### src/rtl/timer_pkg.sv
// Shared definitions for the countdown timer: FSM state encoding and default counter width.
package timer_pkg;

    localparam int unsigned TIMER_VALUE_W = 4;

    typedef enum logic [1:0] {
        IDLE  = 2'd0,
        COUNT = 2'd1,
        DONE  = 2'd2
    } timer_state_t;

endpackage : timer_pkg

### src/rtl/countdown_timer.sv
// Seconds countdown driven by the 1 Hz divider strobe; pulses expired when the interval completes.
// Optional TIMER_PAUSE_EN adds a pause input that freezes the count while in COUNT.
module countdown_timer
    import timer_pkg::*;
#(
    parameter int unsigned VALUE_W = TIMER_VALUE_W
) (
    input  logic               clock,
    input  logic               reset,
    input  logic               start_timer,
    input  logic [VALUE_W-1:0] value,
    input  logic               one_hz_enable,
`ifdef TIMER_PAUSE_EN
    input  logic               pause,
`endif
    output logic               divider_restart,
    output logic               busy,
    output logic               expired
);

    timer_state_t       state;
    timer_state_t       state_next;
    logic [VALUE_W-1:0] count;
    logic [VALUE_W-1:0] count_next;
    logic               restart_next;
    logic               tick;

`ifdef TIMER_PAUSE_EN
    assign tick = one_hz_enable & ~pause;
`else
    assign tick = one_hz_enable;
`endif

    // A start request takes priority over any tick in the same cycle, in every state.
    always_comb begin
        state_next   = state;
        count_next   = count;
        restart_next = 1'b0;
        if (start_timer) begin
            count_next   = value;
            restart_next = 1'b1;
            state_next   = (value == '0) ? DONE : COUNT;
        end else begin
            case (state)
                IDLE: begin
                    state_next = IDLE;
                end
                COUNT: begin
                    if (tick) begin
                        if (count <= VALUE_W'(1)) begin
                            count_next = '0;
                            state_next = DONE;
                        end else begin
                            count_next = count - VALUE_W'(1);
                        end
                    end
                end
                DONE: begin
                    state_next = IDLE;
                end
                default: begin
                    state_next = IDLE;
                    count_next = '0;
                end
            endcase
        end
    end

    // Outputs are registered from the next state so they line up with the state they describe.
    always_ff @(posedge clock) begin
        if (reset) begin
            state           <= IDLE;
            count           <= '0;
            busy            <= 1'b0;
            expired         <= 1'b0;
            divider_restart <= 1'b0;
        end else begin
            state           <= state_next;
            count           <= count_next;
            busy            <= (state_next == COUNT);
            expired         <= (state_next == DONE);
            divider_restart <= restart_next;
        end
    end

endmodule : countdown_timer
### config.mk
export PLATFORM = sky130hd
export DESIGN_NAME = countdown_timer
export DESIGN_NICKNAME = d
export VERILOG_FILES = /design/src/rtl/timer_pkg.sv /design/src/rtl/countdown_timer.sv
export SDC_FILE = /design/constraint.sdc
export NUM_CORES = 1
export LEC_CHECK = 0
export CORE_AREA = 2 2 39 41
export DETAILED_ROUTE_END_ITERATION = 7
export DIE_AREA = 0 0 41 43
export PLACE_DENSITY = 0.69
export SLEW_MARGIN = 20
export SYNTH_ARGS = -nofsm -noshare
export SYNTH_HDL_FRONTEND = slang
export SYNTH_SLANG_ARGS = --single-unit
export TNS_END_PERCENT = 50
### constraint.sdc
create_clock -name clock -period 1.85 [get_ports clock]
set_input_delay 0.2775 -clock clock [delete_from_list [all_inputs] [get_ports clock]]
set_output_delay 0.2775 -clock clock [all_outputs]
set_load 0.01 [all_outputs]
* After elaboration in Yosys (flattened, before gate mapping)
Cells that the tools add are included. Widths: inputs -> output; s select.
Word-level totals: register bits after elaboration 9, logic and storage cells 27, bits of input ports 8
Cells by class: muxes and demuxes 10, reduce and logical (&&, ||, !) cells 4, add/subtract/negate cells 1, magnitude comparators 1, equal/unequal tests 6
Operator list (count):
- $mux 4 | 3
- $mux 2 | 5
- $pmux 4 s2 | 1
- $eq 2x1->1 const B | 2
- $eq 2x2->1 const B | 2
- $le 4x1->1 const B | 1
- $logic_not 4->1 | 1
- $sub 4x1->4 const B | 1
- $ne 3x3->1 const B | 1
- $logic_not 2->1 | 1
- $ne 2x1->1 const B | 1
- $reduce_and 2->1 | 1
- $reduce_or 2->1 | 1
- $mux 1 | 1

* Longest topological paths before layout
depth after elaboration 6, mapped depth 5, gate-level depth less buffers 5

* Least setup slack after synthesis
Ideal clock, no wire load.
path kind reg2reg, start point register count[0], end point register busy, stages on the path, launching flop included 6, path slack 0.424 ns, path buffers 0, data required time 1.792 ns, arrival time 1.368 ns, cell sequence dfxtp_1 > inv_1 > ha_1 > or2_2 > a311oi_1 > o211a_1
On the way: longest elaborated chain between the ends 6
RTL lines:
- start, declared | line countdown_timer.sv:23 | logic [VALUE_W-1:0] count;
- start signal, assigned | line countdown_timer.sv:79 | count <= count_next;
- $le 4x1->1 | line countdown_timer.sv:50 | if (count <= VALUE_W'(1)) begin
- $mux 2 | line countdown_timer.sv:50
- $mux 2 | line countdown_timer.sv:49 | if (tick) begin
- $mux 2 | line countdown_timer.sv:44 | case (state)
- $mux 2 | line countdown_timer.sv:39 | if (start_timer) begin
- $eq 2x1->1 | line countdown_timer.sv:80 | busy <= (state_next == COUNT);
- end signal, assigned | line countdown_timer.sv:80
- end, declared | line countdown_timer.sv:17 | output logic busy,
No other way between the ends. A chain may end at the register's enable or synchronous reset.

* Worst setup path after layout
start point register count[0], end point register state[0]
On the way: longest elaborated chain between the ends 5
RTL lines:
- $le 4x1->1 | line countdown_timer.sv:50
- $mux 2 | line countdown_timer.sv:50
- $mux 2 | line countdown_timer.sv:49
- $mux 2 | line countdown_timer.sv:44
- $mux 2 | line countdown_timer.sv:39
- end signal, assigned | line countdown_timer.sv:78 | state <= state_next;
- end, declared | line countdown_timer.sv:21 | timer_state_t state;
No other way between the ends.

==> impl_metrics.py <==
metrics = {
    "logic_synthesis": {
        "synth.cell_area_um2": 449,
        "synth_seq_area_share_pct": 40.1,
        "synth_compound_area_share_pct": 25.3,
        "yosys_warnings": 0,
        "synth-simple-area-share_pct": 21.2,
        "synth_top_family_by_area": "compound AO/OA/AOI/OAI gates",
        "synthXorXnorAreaFrac_pct": 1.95,
        "synth-seq-cells": 9,
        "synth_cell_type_count": 23,
        "syn_inst": 51,
        "muxShareOfSynthArea_pct": 0,
        "synth-adder-area-share_pct": 5.57,
        "synth.avg_cell_area_um2": 8.81,
        "syn_nets": 61,
    },
    "global_route": {
        "grt_first_pass_wirelength_mm": 1.59,
        "antenna_found_initial": 0,
        "met2_usage_pct": 20.0,
        "gr-usage-all-layers_pct": 14.2,
        "grt_max_degree": 8,
        "grt_pass1_vias": 406,
        "grt_util_met3_pct": 9.42,
        "grt_overflow": 0,
        "grt_use_met1_pct": 15.4,
        "grt-busiest-layer": "met2",
    },
    "worst_setup_path": {
        "reg2reg_slack_ns": 0.23,
        "path_cells": "inv_1, ha_1, or2_2, a311oi_1, o211a_1",
        "crit_required_ns": 2.06,
        "slowest_delay_ns": 0.39,
        "cp-end-kind": "register",
        "crit_type": "reg2reg",
        "r2r_end": "state[0]$_SDFF_PP0_",
        "reg2reg_depth": 5,
        "path_delay_family": "compound AO/OA/AOI/OAI gates",
        "startpoint_type": "register",
        "arrival_ns": 1.83,
        "cp_num_buf_inv": 1,
        "reg2reg_from": "count[0]$_SDFFE_PP0P_",
        "worstPathMaxFanout": 4,
        "crit_slowest_cell": "dfxtp_1",
    },
    "cts": {
        "hold_buffers": 0,
        "root_buffer": "clkbuf_4",
        "cts.sinks": 9,
        "clkLatencyLatePin_ns": 0.26,
        "ctsResizeCount": 0,
        "post_cts_buffers": 0,
        "cts-htree-levels": 1,
        "path_clk_slew_ns": 0.06,
        "clock_path_buffers": 2,
        "tritoncts": "built",
        "cts_buffers": 3,
    },
    "floorplan": {
        "dieWidth_um": 41,
        "top_level_ports": 11,
        "initial_core_util_pct": 32.5,
        "die_y_um": 43,
        "core_um2": 1380,
        "die-area_um2": 1760,
        "row_count": 14,
    },
    "place": {
        "hpwl_um": 774,
        "placedCellCount": 78,
        "place.gp.congestion": 0.819,
        "numPortBuffers": 10,
        "dpl-instance-area_um2": 581,
    },
    "min_path": {
        "holdCritPathClass": "reg2reg",
        "hp-start": "count[1]$_SDFFE_PP0P_",
        "holdPathEnd": "count[1]$_SDFFE_PP0P_",
        "hold_depth": 2,
    },
    "sta": {
        "rsz0062_at_grt": "false",
        "relSlewSlack_pct": 73.4,
        "fin_crit_ns": 1.62,
        "tightestPinTransition_ns": 0.394,
        "fmax_mhz": 617,
        "fin_crit_sh_pct": 87.7,
        "slew_violations": 0,
        "hold_viol_final": 0,
        "setup_viol": 0,
        "fin_setup_tns_ns": 0,
        "final.setup_skew_ns": 0.0104,
    },
    "route": {
        "wl_per_cell_um": 13.0,
        "vias": 443,
        "firstDrtPassIters": 4,
        "drc": 0,
        "ant_nets": 0,
        "vias_per_cell": 5.40,
        "wirelength_mm": 1.07,
        "drt_iter0_markers": 8,
    },
    "cells_and_area": {
        "final_layout_size_suffix_gt1_share_pct": 15.2,
        "final_nets": 77,
        "stdcell_count": 82,
        "final_cell_mix": "10 x clkdlybuf4s50_1, 9 x dfxtp_1, 5 x inv_1",
        "diodes": 0,
        "final_common_cell": "clkdlybuf4s50_1",
        "syn2layout_area_growth_pct": 35.1,
        "final_cell_area_um2": 607,
    },
    "power": {
        "p_total_w": 0.000445,
        "power_density_nw_per_um2": 733,
        "p_leak_nw": 0.240,
        "peakVddDrop_mv": 0.482,
    },
    "run": {
        "max_cap_violations": 0,
    },
    "outcome": {
        "status": "finished clean",
    },
}
## through the flow
step           setup slack [ns]  hold slack [ns]  util (%)
3_3_place_gp              0.222            0.521      42.0
3_5_place_dp              0.205            0.506      42.0
6_report                  0.228            0.523      43.9
4_1_cts                   0.225            0.529      43.9
5_1_grt                   0.164            0.544      43.9
2_1_floorplan             0.424            0.426         -
## cells by family after synthesis
| kind of cell | after synthesis |
|---|---|
| compound gates | 16 |
| xor+xnor | 1 |
| fa+ha+maj | 2 |
| buf+inv | 7 |
| flops | 9 |
| simple gates | 16 |
## Yosys cell counts
| master | count | area [um2] |
|---|---|---|
| o311ai_0 | 3 | 26.3 |
| xnor2_1 | 1 | 8.76 |
| o211ai_1 | 1 | 7.51 |
| clkbuf_1 | 1 | 3.75 |
| inv_1 | 5 | 18.8 |
| or4b_4 | 1 | 13.8 |
| ha_1 | 2 | 25.0 |
| nor2_1 | 4 | 15.0 |
| o22ai_1 | 1 | 6.26 |
| inv_2 | 1 | 3.75 |
| nand2_1 | 3 | 11.3 |
| a21oi_1 | 3 | 15.0 |
| or2_2 | 1 | 6.26 |
| o21ai_0 | 1 | 5.00 |
| o211a_1 | 2 | 20.0 |
| and4bb_2 | 1 | 12.5 |
| nand4b_1 | 1 | 8.76 |
| dfxtp_1 | 9 | 180 |
| a31oi_1 | 4 | 25.0 |
| a311oi_1 | 1 | 8.76 |
| nand3_1 | 3 | 15.0 |
| nor3_1 | 1 | 5.00 |
| and2_2 | 1 | 7.51 |
## power by group
part / switching (W) / leakage, nW / total (W) / internal, W
registers: 0.0000100 / 0.0743 / 0.000215 / 0.000205
clock network: 0.0000650 / 0.0150 / 0.000148 / 0.0000829
logic: 0.0000374 / 0.150 / 0.0000814 / 0.0000440
total: 0.000112 / 0.240 / 0.000445 / 0.000332
## registers in the layout, indices dropped and copies added, names as in the netlist
name,flops
divider_restart,1
expired,1
count,4
busy,1
state,2
## final cells by class
| class | instances | area, um2 |
|---|---|---|
| Tap cell | 16 | 20.0 |
| Fill cell | 143 | 777 |
| Sequential cell | 9 | 180 |
| Clock buffer | 4 | 26.3 |
| Multi-Input combinational cell | 35 | 243 |
| Timing Repair Buffer | 12 | 115 |
| Inverter | 6 | 22.5 |
## worst max path at each step
stage	start	to	slack, ns	cells after the start
floorplan	count[0]$_SDFFE_PP0P_	busy$_SDFF_PP0_	0.42	5
CTS	count[0]$_SDFFE_PP0P_	state[0]$_SDFF_PP0_	0.23	5
detailed placement	start_timer	busy$_SDFF_PP0_	0.21	4
global placement	start_timer	count[1]$_SDFFE_PP0P_	0.22	5
finish	count[0]$_SDFFE_PP0P_	state[0]$_SDFF_PP0_	0.23	5
global route	count[0]$_SDFFE_PP0P_	busy$_SDFF_PP0_	0.16	5
## worst register-to-register path, cell delays in order (launching register included)
cell	delay [ns]
dfxtp_1	0.39
inv_1	0.08
ha_1	0.24
or2_2	0.30
a311oi_1	0.39
o211a_1	0.19
## layer usage
| layer | vias up | wire [um] |
|---|---|---|
| met5 | - | 0 |
| met2 | 13 | 504 |
| li1 | 221 | - |
| met3 | 2 | 62 |
| met4 | 0 | 17 |
| met1 | 207 | 483 |
Power figures use the tool's default switching activity.
